<file path="config.mk">
export PLATFORM = sky130hd
export DESIGN_NAME = sha1_core_flat
export DESIGN_NICKNAME = d
export VERILOG_FILES = /design/src/rtl/sha1_if.sv /design/src/rtl/sha1_core.sv /design/src/flat_wrapper.sv
export SDC_FILE = /design/constraint.sdc
export NUM_CORES = 2
export LEC_CHECK = 0
export ABC_AREA = 1
export ABC_CLOCK_PERIOD_IN_PS = 4200
export CAP_MARGIN = 25
export CELL_PAD_IN_SITES_DETAIL_PLACEMENT = 1
export CELL_PAD_IN_SITES_GLOBAL_PLACEMENT = 1
export CORE_MARGIN = 5
export CORE_UTILIZATION = 37
export CTS_CLUSTER_DIAMETER = 40
export DETAILED_ROUTE_END_ITERATION = 10
export PLACE_DENSITY = 0.83
export RECOVER_POWER = 25
export REMOVE_ABC_BUFFERS = 1
export SETUP_SLACK_MARGIN = 0.3
export SLEW_MARGIN = 20
export SYNTH_ARGS = -nofsm -noshare
export SYNTH_HDL_FRONTEND = slang
export SYNTH_SLANG_ARGS = --single-unit
</file>
<file path="constraint.sdc">
create_clock -name clk -period 4.2 [get_ports clk]
set_clock_uncertainty 0.05 [all_clocks]
set_input_delay 0.42 -clock clk [delete_from_list [all_inputs] [get_ports clk]]
set_output_delay 0.42 -clock clk [all_outputs]
set_load 0.03 [all_outputs]
</file>
<file path="src/rtl/sha1_if.sv">
// Request/response bundle between the SHA opcode controller and sha1_core:
// one pre-padded block in, one 160-bit digest out.
interface sha1_if #(
    parameter int C_SHA_CHUNK_SIZE  = 512,
    parameter int C_SHA_DIGEST_SIZE = 160
);
    logic                         start;
    logic                         init;
    logic [C_SHA_CHUNK_SIZE-1:0]  block;
    logic                         busy;
    logic                         valid;
    logic [C_SHA_DIGEST_SIZE-1:0] digest;

    modport master (output start, init, block, input busy, valid, digest);
    modport slave  (input start, init, block, output busy, valid, digest);
endinterface

</file>
<file path="src/rtl/sha1_core.sv">
// Iterative SHA-1 compression engine, one 512-bit block per start pulse.
// Optional macro SHA1_UNROLL2_EN: two rounds per clock (42-cycle latency).
module sha1_core #(
    parameter int C_SHA_CHUNK_SIZE  = 512,
    parameter int C_SHA_DIGEST_SIZE = 160
) (
    input  logic   clk,
    input  logic   resetn,
    sha1_if.slave  bus
);
    localparam logic [1:0] S_IDLE  = 2'd0;
    localparam logic [1:0] S_ROUND = 2'd1;
    localparam logic [1:0] S_FINAL = 2'd2;

    localparam logic [159:0] SHA_IV = {32'h67452301, 32'hEFCDAB89, 32'h98BADCFE,
                                       32'h10325476, 32'hC3D2E1F0};

`ifdef SHA1_UNROLL2_EN
    localparam logic [6:0] T_STEP = 7'd2;
    localparam logic [6:0] T_LAST = 7'd78;
`else
    localparam logic [6:0] T_STEP = 7'd1;
    localparam logic [6:0] T_LAST = 7'd79;
`endif

    logic [1:0]                   state_r;
    logic                         busy_r;
    logic                         valid_r;
    logic [C_SHA_DIGEST_SIZE-1:0] digest_r;
    logic [6:0]                   t_r;
    logic [159:0]                 h_r;
    logic [159:0]                 st_r;      // working variables {a,b,c,d,e}
    logic [15:0][31:0]            w_r;       // w_r[i] holds W[t+i]

    logic [15:0][31:0]            w_load_s;
    logic [15:0][31:0]            w_next_s;
    logic [159:0]                 h_start_s;
    logic [159:0]                 h_sum_s;
    logic [159:0]                 round_out_s;
    logic [31:0]                  w_new0_s;
    logic [31:0]                  w_new1_s;

    function automatic logic [31:0] rotl1(input logic [31:0] x);
        return {x[30:0], x[31]};
    endfunction

    function automatic logic [159:0] sha1_round(input logic [159:0] s,
                                                input logic [31:0]  w,
                                                input logic [6:0]   t);
        logic [31:0] a, b, c, d, e, f, k, temp;
        {a, b, c, d, e} = s;
        if (t < 7'd20) begin
            f = (b & c) | (~b & d);
            k = 32'h5A827999;
        end else if (t < 7'd40) begin
            f = b ^ c ^ d;
            k = 32'h6ED9EBA1;
        end else if (t < 7'd60) begin
            f = (b & c) | (b & d) | (c & d);
            k = 32'h8F1BBCDC;
        end else begin
            f = b ^ c ^ d;
            k = 32'hCA62C1D6;
        end
        temp = {a[26:0], a[31:27]} + f + e + k + w;
        return {temp, a, {b[1:0], b[31:2]}, c, d};
    endfunction

    // Block unpacking, IV selection and final per-word digest sum
    always_comb begin
        w_load_s = '0;
        h_sum_s  = '0;
        for (int i = 0; i < 16; i++) begin
            w_load_s[i] = bus.block[C_SHA_CHUNK_SIZE-1-32*i -: 32];
        end
        for (int j = 0; j < 5; j++) begin
            h_sum_s[32*j +: 32] = h_r[32*j +: 32] + st_r[32*j +: 32];
        end
        if (bus.init) begin
            h_start_s = SHA_IV;
        end else begin
            h_start_s = h_r;
        end
    end

    // Round datapath and message-schedule extension
    always_comb begin
        w_new0_s = rotl1(w_r[13] ^ w_r[8] ^ w_r[2] ^ w_r[0]);
        w_new1_s = rotl1(w_r[14] ^ w_r[9] ^ w_r[3] ^ w_r[1]);
`ifdef SHA1_UNROLL2_EN
        round_out_s = sha1_round(sha1_round(st_r, w_r[0], t_r), w_r[1], t_r + 7'd1);
        w_next_s    = {w_new1_s, w_new0_s, w_r[15:2]};
`else
        round_out_s = sha1_round(st_r, w_r[0], t_r);
        w_next_s    = {w_new0_s, w_r[15:1]};
`endif
    end

    // Control FSM, chaining state and registered outputs
    always_ff @(posedge clk) begin
        if (!resetn) begin
            state_r  <= S_IDLE;
            busy_r   <= 1'b0;
            valid_r  <= 1'b0;
            digest_r <= '0;
            t_r      <= 7'd0;
            h_r      <= SHA_IV;
            st_r     <= '0;
            w_r      <= '0;
        end else begin
            case (state_r)
                S_IDLE: begin
                    if (bus.start) begin
                        w_r     <= w_load_s;
                        h_r     <= h_start_s;
                        st_r    <= h_start_s;
                        valid_r <= 1'b0;
                        t_r     <= 7'd0;
                        busy_r  <= 1'b1;
                        state_r <= S_ROUND;
                    end
                end
                S_ROUND: begin
                    st_r <= round_out_s;
                    w_r  <= w_next_s;
                    t_r  <= t_r + T_STEP;
                    if (t_r == T_LAST) begin
                        state_r <= S_FINAL;
                    end
                end
                S_FINAL: begin
                    h_r      <= h_sum_s;
                    digest_r <= h_sum_s;
                    valid_r  <= 1'b1;
                    busy_r   <= 1'b0;
                    state_r  <= S_IDLE;
                end
                default: begin
                    busy_r  <= 1'b0;
                    state_r <= S_IDLE;
                end
            endcase
        end
    end

    assign bus.busy   = busy_r;
    assign bus.valid  = valid_r;
    assign bus.digest = digest_r;
endmodule

</file>
<file path="src/flat_wrapper.sv">
// flat-port wrapper written by rule: the top's interface ports become plain ports
module sha1_core_flat 
#(
    parameter int C_SHA_CHUNK_SIZE  = 512,
    parameter int C_SHA_DIGEST_SIZE = 160
)
  (clk, resetn, bus_start, bus_init, bus_block, bus_busy, bus_valid, bus_digest);
  sha1_if #(.C_SHA_CHUNK_SIZE(C_SHA_CHUNK_SIZE), .C_SHA_DIGEST_SIZE(C_SHA_DIGEST_SIZE)) bus_i ();
  input  logic clk;
  input  logic resetn;
  input wire logic [$bits(bus_i.start)-1:0] bus_start;
  input wire logic [$bits(bus_i.init)-1:0] bus_init;
  input wire logic [$bits(bus_i.block)-1:0] bus_block;
  output wire logic [$bits(bus_i.busy)-1:0] bus_busy;
  output wire logic [$bits(bus_i.valid)-1:0] bus_valid;
  output wire logic [$bits(bus_i.digest)-1:0] bus_digest;
  assign bus_i.start = bus_start;
  assign bus_i.init = bus_init;
  assign bus_i.block = bus_block;
  assign bus_busy = bus_i.busy;
  assign bus_valid = bus_i.valid;
  assign bus_digest = bus_i.digest;
  sha1_core #(.C_SHA_CHUNK_SIZE(C_SHA_CHUNK_SIZE), .C_SHA_DIGEST_SIZE(C_SHA_DIGEST_SIZE)) u_core (.clk(clk), .resetn(resetn), .bus(bus_i));
endmodule
</file>
==> metrics.txt <==
slew margin rel. -101%; CTS tree yes; Buf+Inv Stages, Crit Path 7; Max Freq 235 MHz; # IOs 678; Total Wirelength 265 mm; sequential-to-total area share from yosys stat 35.2%; Critical Path Most Common Cell buf_6; final hold vios 0; Fill cells 19.0k; Area after DPL 67000 um^2; Final period util 101%; grt ovf 0; Die X 403 um; drt first pass iters 5; first-pass GRT wire length 394 mm; failing checks max-capacitance violations, max-slew violations, negative setup slack; nets 9817; DR iter-0 viols 5094; vias after detailed routing 63.9k; crit-path cells o21ai_2 > nand2_4 > nor2_4 > clkinv_4 > buf_6 > fa_1 > fa_1 > fa_1 > ha_4 > buf_6 > a21oi_4 > buf_6 > o21a_1 > nand2_2 > buf_6 > inv_4 > nand3_2 > nand2_1 > nand3_1 > nand4_1 > inv_1; power share of the clock group 37.5%; CTS Buf Count 180; post-DP HPWL 191 mm; number of port buffers 677; Switch Pwr 15.5 mW; final setup fails 11; Top delay family on crit path adder cells; P_int 26.5 mW; Period minus WS final 4.25 ns; DR vias/cell 5.71; Pleak 31.1 nW; fin area 75700 um^2; Slowest-stage cell, CP fa_1; Clock Tree Root clkbuf_16; Die Y 403 um; combinational fraction of design power 35.5%; async set-or-reset flop fraction in the synthesized netlist 0%; core area 154000 um^2; CP endpoint kind flop; Reg power frac 27.0%; Post-synth EDFFs 0; Sequential cell area 20100 um^2; Yosys reg bits 1003; crit path launch type flop; Max IR drop VDD 0.000507 V; drt wl/cell 23.7 um; worst path arrival time 4.86 ns; clock latency on the worst-skew pair 0.85 ns; met2 WL 125 mm; RSZ-0062 raised after global routing yes; Routed Antenna Nets 0; required time of the critical path 4.81 ns; largest net degree at the start of global routing 214; clk sinks 1003; M1 wire length 108 mm; die area 162000 um^2; Area growth, synth to finish 32.6%; Clock Tree Buf Depth 3; share of cells above drive strength 1 10.5%; Starting Density 37.2%; CP Max Fanout 4; post-synthesis cell area 57100 um^2; clock-pin slew of the registers on the worst-case setup and hold paths 0.06 ns; Power Total 42.0 mW; setup ws final -0.0475 ns; Synth Flop Type dfxtp_1; DR top layer met5; Syn Inst Count 8296; commonest cells after routing, fill and taps aside 2273 x nand2_1, 999 x dfxtp_1, 993 x o21ai_0; Yosys cell types 46; worst stage delay on the critical path 0.57 ns; Site Rows 144; vias in the first global route 65.6k; hold crit path type input port to flop; synthesized area per cell 6.88 um^2; Total GRT Usage 31.0%; GPL Wtd Cong 0.953; YS warnings 0; Hold Slack 0.104 ns; Final TNS setup -0.230 ns; net switching fraction of the power 37.0%; multi-input combinational cell area 34100 um^2; drt drc 0; Slew Viols, Final 260; most common cell after layout, fill and taps aside nand2_1; status finished, violations left; MaxCap Viol Count 2; utilization after layout 49.3%; Routed met3 length 18.0 mm; initial antenna violation count 20; Crit Path Class flop to flop; pwr/cell area 555 nW/um^2; Slew @ Worst Pin 3.02 ns; H-tree depth 4
synthesized netlist by cell type (2+ instances only):
cell type / n / share of area [%]
a211oi_1: 40 / 0.53
a21boi_0: 2 / 0.026
a21o_1: 6 / 0.079
a21oi_1: 710 / 6.2
a221oi_1: 2 / 0.031
a31oi_1: 684 / 7.5
a32o_1: 2 / 0.035
and2_1: 6 / 0.066
and3_1: 6 / 0.066
buf_1: 30 / 0.20
buf_2: 148 / 1.3
buf_4: 4 / 0.053
clkbuf_1: 350 / 2.3
dfxtp_1: 1003 / 35
fa_1: 119 / 4.2
ha_1: 200 / 4.4
inv_1: 574 / 3.8
inv_2: 4 / 0.026
nand2_1: 2331 / 15
nand3_1: 290 / 2.5
nand3b_1: 21 / 0.28
nand4_1: 52 / 0.57
nor2_1: 362 / 2.4
nor2_2: 5 / 0.055
nor3_1: 42 / 0.37
nor4_1: 7 / 0.077
o2111ai_1: 2 / 0.031
o211ai_1: 6 / 0.079
o21a_1: 7 / 0.092
o21ai_0: 1019 / 8.9
o21ai_1: 64 / 0.56
o21bai_1: 29 / 0.38
o221ai_1: 5 / 0.077
o22ai_1: 26 / 0.28
or2_2: 9 / 0.099
xnor2_1: 68 / 1.0
xor2_1: 52 / 0.80
final cells by class:
cell class / instances / share of cell area, %
multi-input cells: 6181 / 45.1
clock inverters: 130 / 2.28
clock buffers: 209 / 6.43
flip-flops and latches: 1003 / 26.5
well taps: 2044 / 3.38
repair buffers: 1037 / 13.3
inverters: 579 / 2.93
diodes: 14 / 0.0463
path summary, 6_finish.rpt:
check,start,endpoint,slack (ns),depth (start not counted)
max reg2reg,u_core.t_r[4]$_SDFFE_PN0P_,u_core.st_r[148]$_SDFFE_PN0P_,-0.05,21
min,bus_block[343],u_core.w_next_s[151]$_SDFFE_PN0P_,0.10,3
max,u_core.t_r[4]$_SDFFE_PN0P_,u_core.st_r[148]$_SDFFE_PN0P_,-0.05,21
min reg2reg,u_core.w_next_s[466]$_SDFFE_PN0P_,u_core.w_next_s[434]$_SDFFE_PN0P_,0.40,2
routing by layer:
layer  track usage (%)  vias to the layer above
li1                  -                    29600
met1              38.0                    31500
met2              51.7                     2154
met3              6.15                      641
met4              15.8                        8
met5                 0                        -
tightest hold or removal path, stage by stage:
cell             delay, ns
clkdlybuf4s50_1       0.39
nand2_1               0.06
a31oi_1               0.07
timing repair:
action | in CTS | in global routing
cloned | 1 | 0
endpoints found under the setup margin | 29 | 29
resized for setup | 299 | 115
hold buffers | 1 | 0
hold endpoints to repair | 49 | 0
setup buffers | 27 | 19
pin swaps | 99 | 83
per-stage QoR:
step,setup WS (ns),std cells
2_1_floorplan,-40.60,7763
3_3_place_gp,-0.353,10800
3_5_place_dp,-0.472,10800
4_1_cts,-0.000613,11200
5_1_grt,-0.232,11200
6_report,-0.0475,11200
power groups by stage:
stage | logic (mW) | registers (mW) | clock network (mW)
floorplan | 6.63 | 11.1 | 0
global placement | 11.4 | 11.4 | 0
detailed placement | 11.6 | 11.5 | 0
CTS | 13.7 | 11.3 | 15.9
global route | 16.1 | 11.4 | 16.4
finish | 14.9 | 11.3 | 15.8
logic make-up after synthesis:
logic type | Yosys count | synth area share (%)
and+or+nand+nor | 3135 | 21.9
adders and majority gates | 319 | 8.55
AOI/OAI and AO/OA | 2607 | 24.9
buffers and inverters | 1112 | 7.67
DFF | 1003 | 35.2
xor gates and xnor gates | 120 | 1.84
state kept, by name (all words and copies together) (netlist names):
signal	count
u_core.t_r	7
u_core.state_r	2
u_core.bus.digest	160
u_core.bus.busy	1
u_core.bus.valid	1
u_core.w_r	32
u_core.w_next_s	480
u_core.h_r	160
u_core.st_r	160
Note: power is estimated with default switching activity, not from simulation.
